### config.mk
export PLATFORM = sky130hd
export DESIGN_NAME = ifu
export DESIGN_NICKNAME = d
export VERILOG_FILES = /design/src/rtl/npc_pkg.sv /design/src/rtl/ifu.sv
export SDC_FILE = /design/constraint.sdc
export NUM_CORES = 1
export LEC_CHECK = 0
export CORE_MARGIN = 4
export CORE_UTILIZATION = 44
export CTS_CLUSTER_SIZE = 12
export DETAILED_ROUTE_END_ITERATION = 7
export HOLD_SLACK_MARGIN = 0.15
export PLACE_DENSITY = 0.81
export SYNTH_ARGS = -nofsm -noshare
export SYNTH_HDL_FRONTEND = slang
export SYNTH_SLANG_ARGS = --single-unit
export TNS_END_PERCENT = 30
### constraint.sdc
create_clock -name clk -period 3 [get_ports clk]
set_clock_uncertainty 0.1 [all_clocks]
set_input_delay 0.75 -clock clk [delete_from_list [all_inputs] [get_ports clk]]
set_output_delay 0.75 -clock clk [all_outputs]
set_load 0.01 [all_outputs]
### src/rtl/npc_pkg.sv
// npc_pkg: types and constants shared across the NPC core.
// Fetch FSM encoding, bus response codes and the reset PC.
package npc_pkg;

    typedef enum logic [1:0] {
        S_REQ  = 2'd0,
        S_RESP = 2'd1,
        S_OUT  = 2'd2
    } ifu_state_t;

    localparam logic [1:0]  RESP_OKAY  = 2'b00;
    localparam logic [31:0] DEF_RST_PC = 32'h8000_0000;
    localparam int unsigned INST_BYTES = 4;

endpackage

### src/rtl/ifu.sv
// ifu: non-pipelined instruction fetch, one outstanding read.
// Holds the PC, fetches a word, hands it to idu on valid/ready.
import npc_pkg::*;

module ifu #(
    parameter int unsigned         DATA_LEN = 32,
    parameter logic [DATA_LEN-1:0] RST_PC   = DATA_LEN'(DEF_RST_PC)
) (
    input  logic                clk,
    input  logic                rst_n,
    input  logic                redirect_valid,
    input  logic [DATA_LEN-1:0] redirect_pc,
    output logic                ifu_arvalid,
    input  logic                ifu_arready,
    output logic [DATA_LEN-1:0] ifu_araddr,
    input  logic                ifu_rvalid,
    output logic                ifu_rready,
    input  logic [31:0]         ifu_rdata,
    input  logic [1:0]          ifu_rresp,
    output logic                inst_valid,
    input  logic                inst_ready,
    output logic [31:0]         inst,
    output logic [DATA_LEN-1:0] PC,
    output logic [DATA_LEN-1:0] PC_S,
    output logic                unusual_flag
);

    ifu_state_t          state_q, state_d;
    logic [DATA_LEN-1:0] pc_q, pc_d;
    logic [DATA_LEN-1:0] addr_q, addr_d;
    logic [DATA_LEN-1:0] pc_s;
    logic [31:0]         inst_q, inst_d;
    logic                kill_q, kill_d;
    logic                flag_q, flag_d;
    logic                misaligned;
    logic                ar_req;
    logic                ar_stall;

    assign misaligned = pc_q[1:0] != 2'b00;
    assign pc_s       = pc_q + DATA_LEN'(INST_BYTES);

    // A killed request keeps its old address until accepted.
    assign ar_req   = (state_q == S_REQ) && (kill_q || !misaligned);
    assign ar_stall = ar_req && !ifu_arready;

    assign ifu_arvalid  = rst_n && ar_req;
    assign ifu_araddr   = addr_q;
    assign ifu_rready   = state_q == S_RESP;
    assign inst_valid   = state_q == S_OUT;
    assign inst         = inst_q;
    assign PC           = pc_q;
    assign PC_S         = pc_s;
    assign unusual_flag = flag_q;

    always_comb begin
        state_d = state_q;
        pc_d    = pc_q;
        kill_d  = kill_q;
        inst_d  = inst_q;
        flag_d  = flag_q;
        unique case (state_q)
            S_REQ: begin
                if (ar_req) begin
                    if (ifu_arready) begin
                        state_d = S_RESP;
                    end
                    if (redirect_valid) begin
                        kill_d = 1'b1;
                    end
                end else if (!redirect_valid) begin
                    state_d = S_OUT;
                    inst_d  = '0;
                    flag_d  = 1'b1;
                end
            end
            S_RESP: begin
                if (ifu_rvalid) begin
                    if (kill_q || redirect_valid) begin
                        state_d = S_REQ;
                        kill_d  = 1'b0;
                    end else begin
                        state_d = S_OUT;
                        flag_d  = ifu_rresp != RESP_OKAY;
                        inst_d  = (ifu_rresp == RESP_OKAY) ? ifu_rdata : '0;
                    end
                end else if (redirect_valid) begin
                    kill_d = 1'b1;
                end
            end
            S_OUT: begin
                if (redirect_valid) begin
                    state_d = S_REQ;
                end else if (inst_ready) begin
                    state_d = S_REQ;
                    pc_d    = pc_s;
                end
            end
            default: begin
                state_d = S_REQ;
            end
        endcase
        if (redirect_valid) begin
            pc_d = redirect_pc;
        end
    end

    assign addr_d = ar_stall ? addr_q : pc_d;

    always_ff @(posedge clk or negedge rst_n) begin
        if (!rst_n) begin
            state_q <= S_REQ;
            pc_q    <= RST_PC;
            addr_q  <= RST_PC;
            inst_q  <= '0;
            kill_q  <= 1'b0;
            flag_q  <= 1'b0;
        end else begin
            state_q <= state_d;
            pc_q    <= pc_d;
            addr_q  <= addr_d;
            inst_q  <= inst_d;
            kill_q  <= kill_d;
            flag_q  <= flag_d;
        end
    end

endmodule

==> out/metrics.cfg, run 1 <==
[outcome]
status=finished clean

[power]
p_sw_frac=0.311
seqPwrFrac=0.366
ir_drop_mv=0.385
finalPower_uw=4950
p_int_uw=3420
p_sw_uw=1540
p_per_area_mw_per_mm2=622
p_comb_frac=0.363
p_leak_uw=0.00344
clockPowerShare=0.271

[logic_synthesis]
yosys.area.top_type=dfrtp_1
async_flop_share=1.00
synth_seq_cells=100
synth_adder_area_share=0.00248
synth_edf_count=0
synthSimpleGateAreaFrac=0.180
synth_common_cells=dfrtp_1, nand2_1, a22o_1, nor2_1, mux2_2
synth_area_per_cell_sq_um=10.7
synth.most_common_cell=dfrtp_1
synth_compound_area_frac=0.123
netlist_area_sq_mm=0.00505
syn_inst=472
yosysUniqueCellTypes=55
syn_nets=545
synth_area_leaders=dfrtp_1, mux2_2, a22o_1, xnor2_1, xor2_1
synth_top_area_share=0.486
synth_top_family_by_area=simple AND/OR/NAND/NOR gates
synth_mux_area_frac=0.0644
ys_seq_area_frac=0.496
synth_flop_cell=dfrtp_1
ys.warnings.count=0
synthXorXnorAreaFrac=0.0850

[routing]
ant_nets=0
vias=4707
first_pass_iters=4
drt-initial-drc-count=275
drt-total-wl_mm=16.9
via_per_inst=5.47
drc_errors=0
wire_per_inst_um=19.7

[timing]
timing.hold.ws_ns=0.384
achievable-frequency_mhz=334
drv_slew=0
worst_pin_slew_ns=1.33
setup_viol=0
rsz0062_at_grt=true
hold_viol_final=0
min_period_over_period=0.997
period_minus_slack_ns=2.99
maxSlewHeadroom=0.115
fin_ws_ns=0.00917

[finish]
drive_gt1_frac=0.215
areaGrowthSynthToFinish_pct=57.8
antenna_cells=0
layout.nets=788

[clock_network]
ctsHoldBuffers=0
clkLatencyLatePin_ns=0.34
cts.clk_slew.worst_paths_ns=0.07
root_buffer=clkbuf_16
cts_tree=built
clockBufferDepth=2
clock_sinks=100
htree_levels=3
cts-buffers-inserted=9

[floorplanning]
core-area_sq_mm=0.0110
fp.dieH_um=115
dieArea_sq_mm=0.0133
chipWidth_um=115
start_util=0.458
pin_count=204
rows=38

[place]
preCtsSetupSlack_ns=-0.0500
place_congestion=0.909
numPortBuffers=203
place_hpwl_mm=13.0

[setup_path]
path_max_fanout=5
cp.arrival_ns=2.14
critPathLaunchType=flop
required_ns=2.15
worstSetupPathType=flop to output port
worst_setup_path_end_kind=output port

[flow_run]
drv_cap=0

[grt]
grt.overflow.total=0
grt_pass1_wl_mm=26.2
antenna_found_initial=0
grt_max_degree=70
grt.total_usage=0.255
first_global_vias=4889

[hold_path]
hold_class=flop to flop

## critical path: stages, from the launching register on
cell,delay (ns)
dfrtp_1,0.40
nand4_2,0.15
or2_4,0.28
nor4_4,0.26
buf_4,0.19
buf_4,0.11
nand4_1,0.10
xnor2_1,0.16
buf_2,0.15
## power groups by stage
stage          registers, uW  clock network, uW  logic (uW)
6_report                1810               1340        1800
5_1_grt                 1850               1410        1920
4_1_cts                 1820               1350        1810
3_5_place_dp            1840                  0        1810
3_3_place_gp            1820                  0        1770
2_1_floorplan           1920                  0         688
## repair_timing
item / in CTS / in global routing
setup buffers: 2 / 2
pin swaps: 2 / 3
resized for setup: 35 / 35
endpoints found under the hold margin: 0 / 0
endpoints found under the setup margin: 22 / 18
## path summary, 6_finish.rpt
check / slack [ns] / depth (start not counted) / end / from
max reg2reg: 0.61 / 7 / ifu_araddr[31] / PC[15]
min reg2reg: 0.38 / 2 / ifu_araddr[2] / ifu_araddr[2]
max in group asynchronous: 1.20 / 3 / PC[9] / rst_n
min: 0.38 / 2 / ifu_araddr[2] / ifu_araddr[2]
min in group asynchronous: 0.39 / 2 / PC[26] / rst_n
max: 0.009 / 8 / PC_S[30] / PC[10]
## kinds of logic (layout without fill, tap and decap cells)
group           Yosys count  count (layout)
xor+xnor                 49              49
buf+inv                  41             289
simple gates            171             171
flops                   100             100
mux                      29              29
fa+ha+maj                 1               1
compound gates           81              81
## metrics by stage
step | cell area (sq um) | instances | setup TNS (ns) | utilization
after floorplan | 5050 | 472 | 0 | -
after global placement | 7540 | 840 | -0.00290 | 0.684
final | 7970 | 860 | 0 | 0.722
after global routing | 7970 | 860 | -0.217 | 0.722
after CTS | 7940 | 858 | -0.363 | 0.720
after detailed placement | 7540 | 840 | -0.132 | 0.684
## area by class of cell
class / instances / area (sq um)
sequential: 100 / 2500
clock inverter: 6 / 116
multi-input combinational: 331 / 2430
timing repair buffer: 268 / 2500
tap: 140 / 175
clock buffer: 10 / 229
fill: 832 / 3060
inverter: 5 / 18.8
## sequential cells by signal, summed over array words and instances, names as in the netlist
| name | count |
|---|---|
| inst | 32 |
| ifu_araddr | 32 |
| kill_q | 1 |
| state_q | 2 |
| PC | 32 |
| unusual_flag | 1 |
## cell usage in the layout (no fill, tap or decap), types with 3 or more instances in the layout
| master | synthesis | layout |
|---|---|---|
| mux2_2 | 28 | 28 |
| nor2b_1 | 4 | 4 |
| dlymetal6s2s_1 | 0 | 3 |
| nor2_2 | 1 | 6 |
| nor3_1 | 14 | 10 |
| buf_4 | 4 | 64 |
| bufinv_16 | 0 | 3 |
| a22o_1 | 33 | 33 |
| o31ai_1 | 3 | 3 |
| a221o_1 | 6 | 6 |
| a21oi_1 | 10 | 10 |
| buf_2 | 4 | 3 |
| inv_1 | 4 | 4 |
| nor4_1 | 10 | 9 |
| o21ai_0 | 12 | 12 |
| nand3_1 | 19 | 18 |
| nor2_1 | 33 | 28 |
| xor2_1 | 23 | 23 |
| and3_1 | 13 | 12 |
| xnor2_1 | 26 | 25 |
| clkbuf_2 | 1 | 6 |
| clkbuf_16 | 0 | 9 |
| nand2_2 | 1 | 3 |
| nand4_1 | 17 | 17 |
| dfrtp_1 | 98 | 98 |
| inv_6 | 0 | 3 |
| nand2_1 | 39 | 37 |
| dlygate4sd2_1 | 0 | 8 |
| clkdlybuf4s50_1 | 0 | 180 |
## metal layers
layer  vias to the layer above  share of wire  global-route usage
li1                       2184              -                   -
met5                         -              0                   0
met4                         0          0.022              0.0884
met2                       204           0.51               0.446
met3                        27          0.088              0.0716
met1                      2292           0.38               0.302
(Power assumes the default switching activity.)
==> run 2, diff against run 1 <==
--- a/config.mk
+++ b/config.mk
@@ -5,13 +5,15 @@
 export SDC_FILE = /design/constraint.sdc
 export NUM_CORES = 1
 export LEC_CHECK = 0
+export CAP_MARGIN = 20
 export CORE_MARGIN = 4
 export CORE_UTILIZATION = 44
 export CTS_CLUSTER_SIZE = 12
 export DETAILED_ROUTE_END_ITERATION = 7
+export GPL_TIMING_DRIVEN = 0
 export HOLD_SLACK_MARGIN = 0.15
 export PLACE_DENSITY = 0.81
 export SYNTH_ARGS = -nofsm -noshare
 export SYNTH_HDL_FRONTEND = slang
 export SYNTH_SLANG_ARGS = --single-unit
-export TNS_END_PERCENT = 30
+export TNS_END_PERCENT = 100
==> run 2 against run 1 <==
Compared with the run above:
- the flow now finishes with violations (negative setup slack)
- die area unchanged
- sequential share of layout area down 0.32 points
- hold slack worse by 0.23 ns
- clock-buffer cell count down 1
- cell count up 1.3%
- final area up 1.6%
- via count up 5.3%
- critical path depth unchanged
- register-to-register slack worse by 0.27 ns
- critical path type unchanged
- largest power group unchanged
==> out/metrics.cfg, run 2 (synthesized netlist as in run 1, its figures left out) <==
[timing]
setup_viol=12  ; was 0
period_minus_slack_ns=3.14  ; was 2.99 ns
min_period_over_period=1.05  ; was 0.997
rsz0062_at_grt=true  ; unchanged
fin_ws_ns=-0.142  ; was 0.00917 ns
drv_slew=0  ; unchanged
maxSlewHeadroom=0.416  ; was 0.115
achievable-frequency_mhz=318  ; was 334 MHz
hold_viol_final=0  ; unchanged
worst_pin_slew_ns=0.863  ; was 1.33 ns

[setup_path]
path_max_fanout=6  ; was 5
cp.arrival_ns=2.29  ; was 2.14 ns
worst_setup_path_end_kind=output port  ; unchanged
worstSetupPathType=flop to output port  ; unchanged
critPathLaunchType=flop  ; unchanged
required_ns=2.15  ; about the same

[power]
p_leak_uw=0.00344  ; about the same
p_sw_frac=0.332  ; was 0.311
p_sw_uw=1590  ; was 1540 uW
p_int_uw=3190  ; was 3420 uW
p_comb_frac=0.382  ; was 0.363
p_per_area_mw_per_mm2=591  ; was 622 mW/mm^2
clockPowerShare=0.235  ; was 0.271
ir_drop_mv=0.385  ; about the same
seqPwrFrac=0.383  ; was 0.366

[place]
place_congestion=0.910  ; was 0.909
place_hpwl_mm=12.3  ; was 13.0 mm
preCtsSetupSlack_ns=-0.828  ; was -0.0500 ns
numPortBuffers=202  ; was 203

[routing]
drt-total-wl_mm=17.2  ; was 16.9 mm
ant_nets=0  ; unchanged
drc_errors=0  ; unchanged
vias=4958  ; was 4,707
wire_per_inst_um=19.7  ; about the same
drt-initial-drc-count=294  ; was 275
first_pass_iters=5  ; was 4
via_per_inst=5.69  ; was 5.47

[floorplanning]
chipWidth_um=115  ; unchanged
dieArea_sq_mm=0.0133  ; unchanged
start_util=0.458  ; unchanged
pin_count=204  ; unchanged
rows=38  ; unchanged
core-area_sq_mm=0.0110  ; unchanged
fp.dieH_um=115  ; unchanged

[clock_network]
root_buffer=clkbuf_16  ; unchanged
clockBufferDepth=2  ; unchanged
clock_sinks=100  ; unchanged
cts-buffers-inserted=9  ; unchanged
ctsHoldBuffers=0  ; unchanged
htree_levels=3  ; unchanged
cts.clk_slew.worst_paths_ns=0.07  ; about the same
cts_tree=built  ; unchanged
clkLatencyLatePin_ns=0.34  ; about the same

[grt]
grt_use_met1=0.297  ; was 0.302
antenna_found_initial=0  ; unchanged
first_global_vias=5099  ; was 4,889
busiest_layer=met2  ; unchanged
use_met3=0.0895  ; was 0.0716
grt.total_usage=0.252  ; was 0.255
grt_max_degree=48  ; was 70
grt.overflow.total=0  ; unchanged
grt_pass1_wl_mm=26.3  ; was 26.2 mm
use_met2=0.432  ; was 0.446

[finish]
areaGrowthSynthToFinish_pct=60.3  ; was 57.8%
layout.nets=799  ; was 788
finalCoreUtilization=0.734  ; was 0.722
layout_common_cells=clkdlybuf4s50_1, dfrtp_1, buf_4  ; unchanged
layout_commonest_cell=clkdlybuf4s50_1  ; unchanged
regArea_sq_mm=0.00252  ; was 0.00250 sq mm
drive_gt1_frac=0.245  ; was 0.215
multi_input_area_sq_mm=0.00252  ; was 0.00243 sq mm
num-fill-cells=766  ; was 832
antenna_cells=0  ; unchanged

[outcome]
failed_checks=negative setup slack
status=complete, but fails checks  ; was finished clean

[flow_run]
drv_cap=0  ; unchanged

[hold_path]
hold_class=primary input to asynchronous set/reset pin  ; was flop to flop

==> run 2: power groups by stage <==
stage	Sequential (uW)	Clock [uW]	Combinational, uW
floorplan	1920	0	688
detailed placement	1840	0	1750
global route	1860	1190	1950
finish	1830	1130	1830
CTS	1820	1140	1800
global placement	1820	0	1720
==> run 2: path summary, 6_finish.rpt <==
| check | depth (start not counted) | slack (ns) | startpoint | endpoint |
|---|---|---|---|---|
| worst max-delay path | 8 | -0.14 | PC[4] | PC_S[27] |
| worst min-delay path | 1 | 0.16 | rst_n | PC[26] |
| worst max register to register | 8 | 0.34 | PC[4] | ifu_araddr[29] |
| worst min register to register | 2 | 0.38 | ifu_araddr[2] | ifu_araddr[2] |
| max in group asynchronous | 2 | 2.03 | rst_n | PC[6] |
| min in group clk | 2 | 0.38 | ifu_araddr[2] | ifu_araddr[2] |
==> run 2: per-layer routing <==
layer	routed length (um)	vias up
met5	0	-
met4	400	0
met3	1880	35
met2	8570	281
met1	6350	2432
li1	-	2210
==> run 2: repair_timing <==
| item | in CTS | in global routing |
|---|---|---|
| pin swaps | 19 | 14 |
| setup buffers | 24 | 17 |
| gates cloned | 1 | 0 |
| resized for setup | 116 | 25 |
| endpoints found under the setup margin | 24 | 20 |
==> run 2: layout make-up <==
type / count / share of cell area
plain buffers: 34 / 0.0312
inverters: 5 / 0.00232
clock inverters: 7 / 0.00711
flip-flops and latches: 100 / 0.311
well taps: 140 / 0.0216
multi-input cells: 331 / 0.311
clock buffers: 9 / 0.0278
repair buffers: 245 / 0.288
==> run 2: metrics by stage <==
| stage | total power, uW | instances | hold slack (ns) | TNS [ns] | cell area, sq um |
|---|---|---|---|---|---|
| after floorplan | 2610 | 472 | 0.354 | 0 | 5050 |
| after global placement | 3540 | 814 | 0.358 | -265.36 | 7250 |
| after detailed placement | 3590 | 815 | 0.360 | -11.09 | 7270 |
| after CTS | 4750 | 855 | 0.209 | -0.00235 | 7890 |
| after global routing | 5010 | 871 | 0.173 | -1.96 | 8090 |
| final | 4780 | 871 | 0.158 | -0.614 | 8090 |
==> run 2: critical path: stages (launching register included) <==
cell and delay (ns):
dfrtp_1 0.37, buf_6 0.12, nand4_1 0.20, clkbuf_8 0.23, buf_6 0.12, nor4b_4 0.26
nor3b_2 0.29, xor2_1 0.19, buf_2 0.16
==> run 3, diff against run 2 <==
==> constraint.sdc (replaced) <==
create_clock -name clk -period 3 [get_ports clk]
set_clock_uncertainty 0.1 [all_clocks]
set_input_delay 0.75 -clock clk [delete_from_list [all_inputs] [get_ports clk]]
set_output_delay 0.75 -clock clk [all_outputs]
set_load 0.1 [all_outputs]
==> run 3 against run 2 <==
Compared with the run above:
- the run still ends with negative setup slack left
- combinational power grew 130%
- highest routed layer unchanged
- final area grew 8.6%
- core utilization grew 6.3 points
- largest power group is now combinational logic
- non-clock buffer count grew 5
- worst setup slack lost 0.0062 ns
==> out/metrics.cfg, run 3 (synthesized netlist as in run 1, its figures left out) <==
[grt]
grt_max_degree=55  ; was 48
first_global_vias=5078  ; was 5,099
antenna_found_initial=0  ; unchanged
grt.overflow.total=0  ; unchanged
grt.total_usage=0.267  ; was 0.252
grt_pass1_wl_mm=27.3  ; was 26.3 mm

[finish]
num-fill-cells=666  ; was 766
areaGrowthSynthToFinish_pct=74.1  ; was 60.3%
layout.nets=804  ; was 799
layout_commonest_cell=clkdlybuf4s50_1  ; unchanged
postLayoutCellArea_sq_mm=0.00879  ; was 0.00809 sq mm
stdcell_count=877  ; was 871
layout_common_cells=clkdlybuf4s50_1, dfrtp_1, buf_4  ; unchanged
drive_gt1_frac=0.329  ; was 0.245

[floorplanning]
fp.dieH_um=115  ; unchanged
start_util=0.458  ; unchanged
dieArea_sq_mm=0.0133  ; unchanged
chipWidth_um=115  ; unchanged
rows=38  ; unchanged
pin_count=204  ; unchanged
core-area_sq_mm=0.0110  ; unchanged

[setup_path]
cp_slowest_stage_delay_ns=0.44  ; was 0.37 ns
crit_slowest_cell=dfrtp_4  ; was dfrtp_1
path_max_fanout=5  ; was 6
cp.arrival_ns=2.30  ; was 2.29 ns
crit_family=simple AND/OR/NAND/NOR gates  ; unchanged
worst-path-buf-inv=2  ; was 4
critPathLaunchType=flop  ; unchanged
crit_chain=ha_4 -> and3_4 -> nand3_4 -> nor4_4 -> buf_6 -> nand4_1 -> xnor2_4 -> buf_12  ; was buf_6 -> nand4_1 -> clkbuf_8 -> buf_6 -> nor4b_4 -> nor3b_2 -> xor2_1 -> buf_2
worstSetupPathType=flop to output port  ; unchanged
worst_setup_path_end_kind=output port  ; unchanged
required_ns=2.15  ; about the same

[clock_network]
clock_sinks=100  ; unchanged
cts_tree=built  ; unchanged
root_buffer=clkbuf_16  ; unchanged
clockBufferDepth=2  ; unchanged
htree_levels=3  ; unchanged
cts.clk_slew.worst_paths_ns=0.07  ; about the same
cts-buffers-inserted=9  ; unchanged
clkLatencyLatePin_ns=0.35  ; was 0.34 ns
ctsHoldBuffers=0  ; unchanged

[power]
finalPower_uw=7080  ; was 4780 uW
clockPowerShare=0.156  ; was 0.235
p_leak_uw=0.00374  ; was 0.00344 uW
p_per_area_mw_per_mm2=806  ; was 591 mW/mm^2
p_sw_uw=3820  ; was 1590 uW
p_sw_frac=0.539  ; was 0.332
seqPwrFrac=0.261  ; was 0.383
p_int_uw=3260  ; was 3190 uW
p_comb_frac=0.583  ; was 0.382
ir_drop_mv=0.712  ; was 0.385 mV

[timing]
achievable-frequency_mhz=318  ; about the same
hold_viol_final=0  ; unchanged
maxSlewHeadroom=0.300  ; was 0.416
fin_setup_tns_ns=-0.793  ; was -0.614 ns
worst_pin_slew_ns=1.05  ; was 0.863 ns
rsz0062_at_grt=true  ; unchanged
setup_viol=9  ; was 12
period_minus_slack_ns=3.15  ; was 3.14 ns
fin_ws_ns=-0.148  ; was -0.142 ns
min_period_over_period=1.05  ; about the same
drv_slew=0  ; unchanged

[place]
numPortBuffers=202  ; unchanged
placed_area_sq_mm=0.00795  ; was 0.00727 sq mm
place_hpwl_mm=12.7  ; was 12.3 mm
place_congestion=0.927  ; was 0.910
place_inst=815  ; unchanged
preCtsSetupSlack_ns=-1.27  ; was -0.828 ns

[routing]
drt-total-wl_mm=18.0  ; was 17.2 mm
ant_nets=0  ; unchanged
first_pass_iters=5  ; unchanged
via_per_inst=5.64  ; was 5.69
drc_errors=0  ; unchanged
wire_per_inst_um=20.5  ; was 19.7 um
vias=4945  ; was 4,958
drt-initial-drc-count=291  ; was 294

[flow_run]
drv_cap=0  ; unchanged

[outcome]
status=complete, but fails checks  ; unchanged
failed_checks=negative setup slack  ; unchanged

[hold_path]
hold_class=primary input to asynchronous set/reset pin  ; unchanged

[run 3: changes by cell type in the layout (fill, tap and decap cells not counted), moves of 4 or more]
| cell | delta |
|---|---|
| dfrtp_1 | -17 |
| buf_6 | +4 |
| xnor2_4 | +8 |
| clkbuf_4 | +4 |
| clkdlybuf4s50_1 | -17 |
| buf_12 | +11 |
| dfrtp_4 | +19 |
| buf_2 | -11 |
| dlymetal6s2s_1 | +5 |
| buf_4 | +11 |
| xor2_4 | +11 |
| xor2_1 | -13 |
| xnor2_1 | -9 |
[run 3: cell type report]
| cell class | instances | area [sq um] | area share |
|---|---|---|---|
| multi-input cells | 331 | 2970 | 0.337 |
| repair buffers | 257 | 2590 | 0.295 |
| inverters | 5 | 18.8 | 0.00214 |
| clock buffers | 9 | 225 | 0.0256 |
| flip-flops and latches | 100 | 2590 | 0.294 |
| clock inverters | 7 | 52.6 | 0.00598 |
| diodes | 1 | 2.50 | 0.000285 |
| well taps | 140 | 175 | 0.0199 |
| plain buffers | 27 | 169 | 0.0192 |
[run 3: layer usage]
metal | up-vias | wire [um] | GRT usage
li1 | 2226 | - | -
met1 | 2447 | 6870 | 0.318
met2 | 241 | 9130 | 0.461
met3 | 31 | 1530 | 0.0858
met4 | 0 | 434 | 0.0853
met5 | - | 0 | 0
[run 3: power by group through the flow]
| stage | logic, uW | clock network, uW | registers (uW) |
|---|---|---|---|
| after floorplan | 1230 | 0 | 3660 |
| after global placement | 3980 | 0 | 1870 |
| after detailed placement | 4020 | 0 | 1880 |
| after CTS | 4090 | 1120 | 1850 |
| after global routing | 4250 | 1170 | 1880 |
| final | 4130 | 1100 | 1850 |
[run 3: final timing paths]
| kind | start | to | slack, ns | depth (start not counted) |
|---|---|---|---|---|
| min in group clk | ifu_araddr[2] | ifu_araddr[2] | 0.38 | 2 |
| min | rst_n | ifu_araddr[24] | 0.23 | 1 |
| max in group asynchronous | rst_n | ifu_araddr[31] | 1.90 | 2 |
| max | PC[2] | PC_S[26] | -0.15 | 8 |
| min reg2reg | ifu_araddr[2] | ifu_araddr[2] | 0.38 | 2 |
| max reg2reg | PC[2] | ifu_araddr[27] | 0.40 | 7 |
[run 3: metrics by stage]
step | hold WS [ns] | util
3_5_place_dp | 0.357 | 0.721
3_3_place_gp | 0.362 | 0.719
2_1_floorplan | 0.354 | -
4_1_cts | 0.240 | 0.773
6_report | 0.229 | 0.797
5_1_grt | 0.254 | 0.797
[run 3: timing repair]
| action | in CTS | in global routing |
|---|---|---|
| resized for setup | 209 | 35 |
| gates cloned | 0 | 0 |
| setup endpoints to repair | 33 | 28 |
| endpoints found under the hold margin | 0 | 0 |
| buffers inserted | 32 | 21 |
| pin swaps | 12 | 21 |
==> RTL edit (settings of run 1) <==
`DATA_LEN`: 32 -> 64.
--- a/src/rtl/ifu.sv
+++ b/src/rtl/ifu.sv
@@ -3,7 +3,7 @@
 import npc_pkg::*;
 
 module ifu #(
-    parameter int unsigned         DATA_LEN = 32,
+    parameter int unsigned         DATA_LEN = 64,
     parameter logic [DATA_LEN-1:0] RST_PC   = DATA_LEN'(DEF_RST_PC)
 ) (
     input  logic                clk,
Ports: changed (resized PC, PC_S, ifu_araddr and redirect_pc); port bits go from 204 to 332. No check against the original RTL was run, so the function may have changed too.
==> RTL edit against run 1 <==
- non-clock buffer count is 340 higher
- setup slack worse by 0.46 ns
- final area grew 95%
- critical path depth down 1
- routed wire length rose by 130%
- power rose by 77%
- highest routed layer unchanged
- synthesized area rose by 78%
- sequential cell count grew 64
- the run now ends with negative setup slack left
==> RTL edit: results (changes against run 1) <==
placer congestion estimate=0.957 (was 0.909); peak supply drop=0.400 mV (was 0.385 mV); Critical Path End=PC_S[52] (was PC_S[30]); violated checks=negative setup slack; Placement Setup Slack=-0.501 ns (was -0.0500 ns); gr usage total=33.4% (was 25.5%); Vias=9892 (was 4707); hold crit path type=in2async (was reg2reg); CTS buffer count=17 (was 9); Starting DRT DRC Count=623 (was 275); status=complete, but fails checks (was complete, no violations); final setup fails=42 (was 0); worst setup path startpoint=PC[15] (was PC[10]); H-tree depth=4 (was 3); worst slew pin tran=1.14 ns (was 1.33 ns); met3 Use GR=8.74% (was 7.16%); Synth Area in Compound Gates=9.64% (was 12.3%); TNS Setup=-6.54 ns (was 0 ns); R2R Setup Slk=0.17 ns (was 0.61 ns); routed metal-1 wirelength=14.1 mm (was 6.46 mm); Clk. pwr=2.22 mW (was 1.34 mW); Logic power comb=3.47 mW (was 1.80 mW); xor/xnor share of the synthesized area=10.0% (was 8.50%); worst r2r src=PC[44] (was PC[15]); drt first pass iters=5 (was 4); Filler Cell Count=1380 (was 832); post-route setup slack=-0.449 ns (was 0.00917 ns); Unique masters post-synth=54 (was 55); final hold slack=0.337 ns (was 0.384 ns)
==> RTL edit: cell types whose count changed after synthesis, sizes merged, moves of 26 or more <==
cell and change:
xor2 +26, clkbuf +30, nand2 +69, xnor2 +28, nor2 +56, dfrtp +64
==> RTL edit: timing repair <==
action                                  4_1_cts  5_1_grt
buffers inserted                             35       26
endpoints found under the setup margin       59       53
pin swaps                                    36       40
resized for setup                           289       82
==> RTL edit: layout make-up <==
class | count | area, sq um | share of cell area, %
Clock inverter | 15 | 159 | 1.02
Inverter | 13 | 48.8 | 0.314
Tap cell | 270 | 338 | 2.17
Timing Repair Buffer | 608 | 5300 | 34.1
Multi-Input combinational cell | 679 | 5160 | 33.2
Clock buffer | 17 | 425 | 2.74
Sequential cell | 164 | 4110 | 26.5
==> RTL edit: metrics by stage <==
step / utilization (%) / instance area, sq um
floorplan: - / 9020
global placement: 69.1 / 13900
detailed placement: 69.1 / 13900
CTS: 75.1 / 15100
global route: 77.1 / 15500
finish: 77.1 / 15500
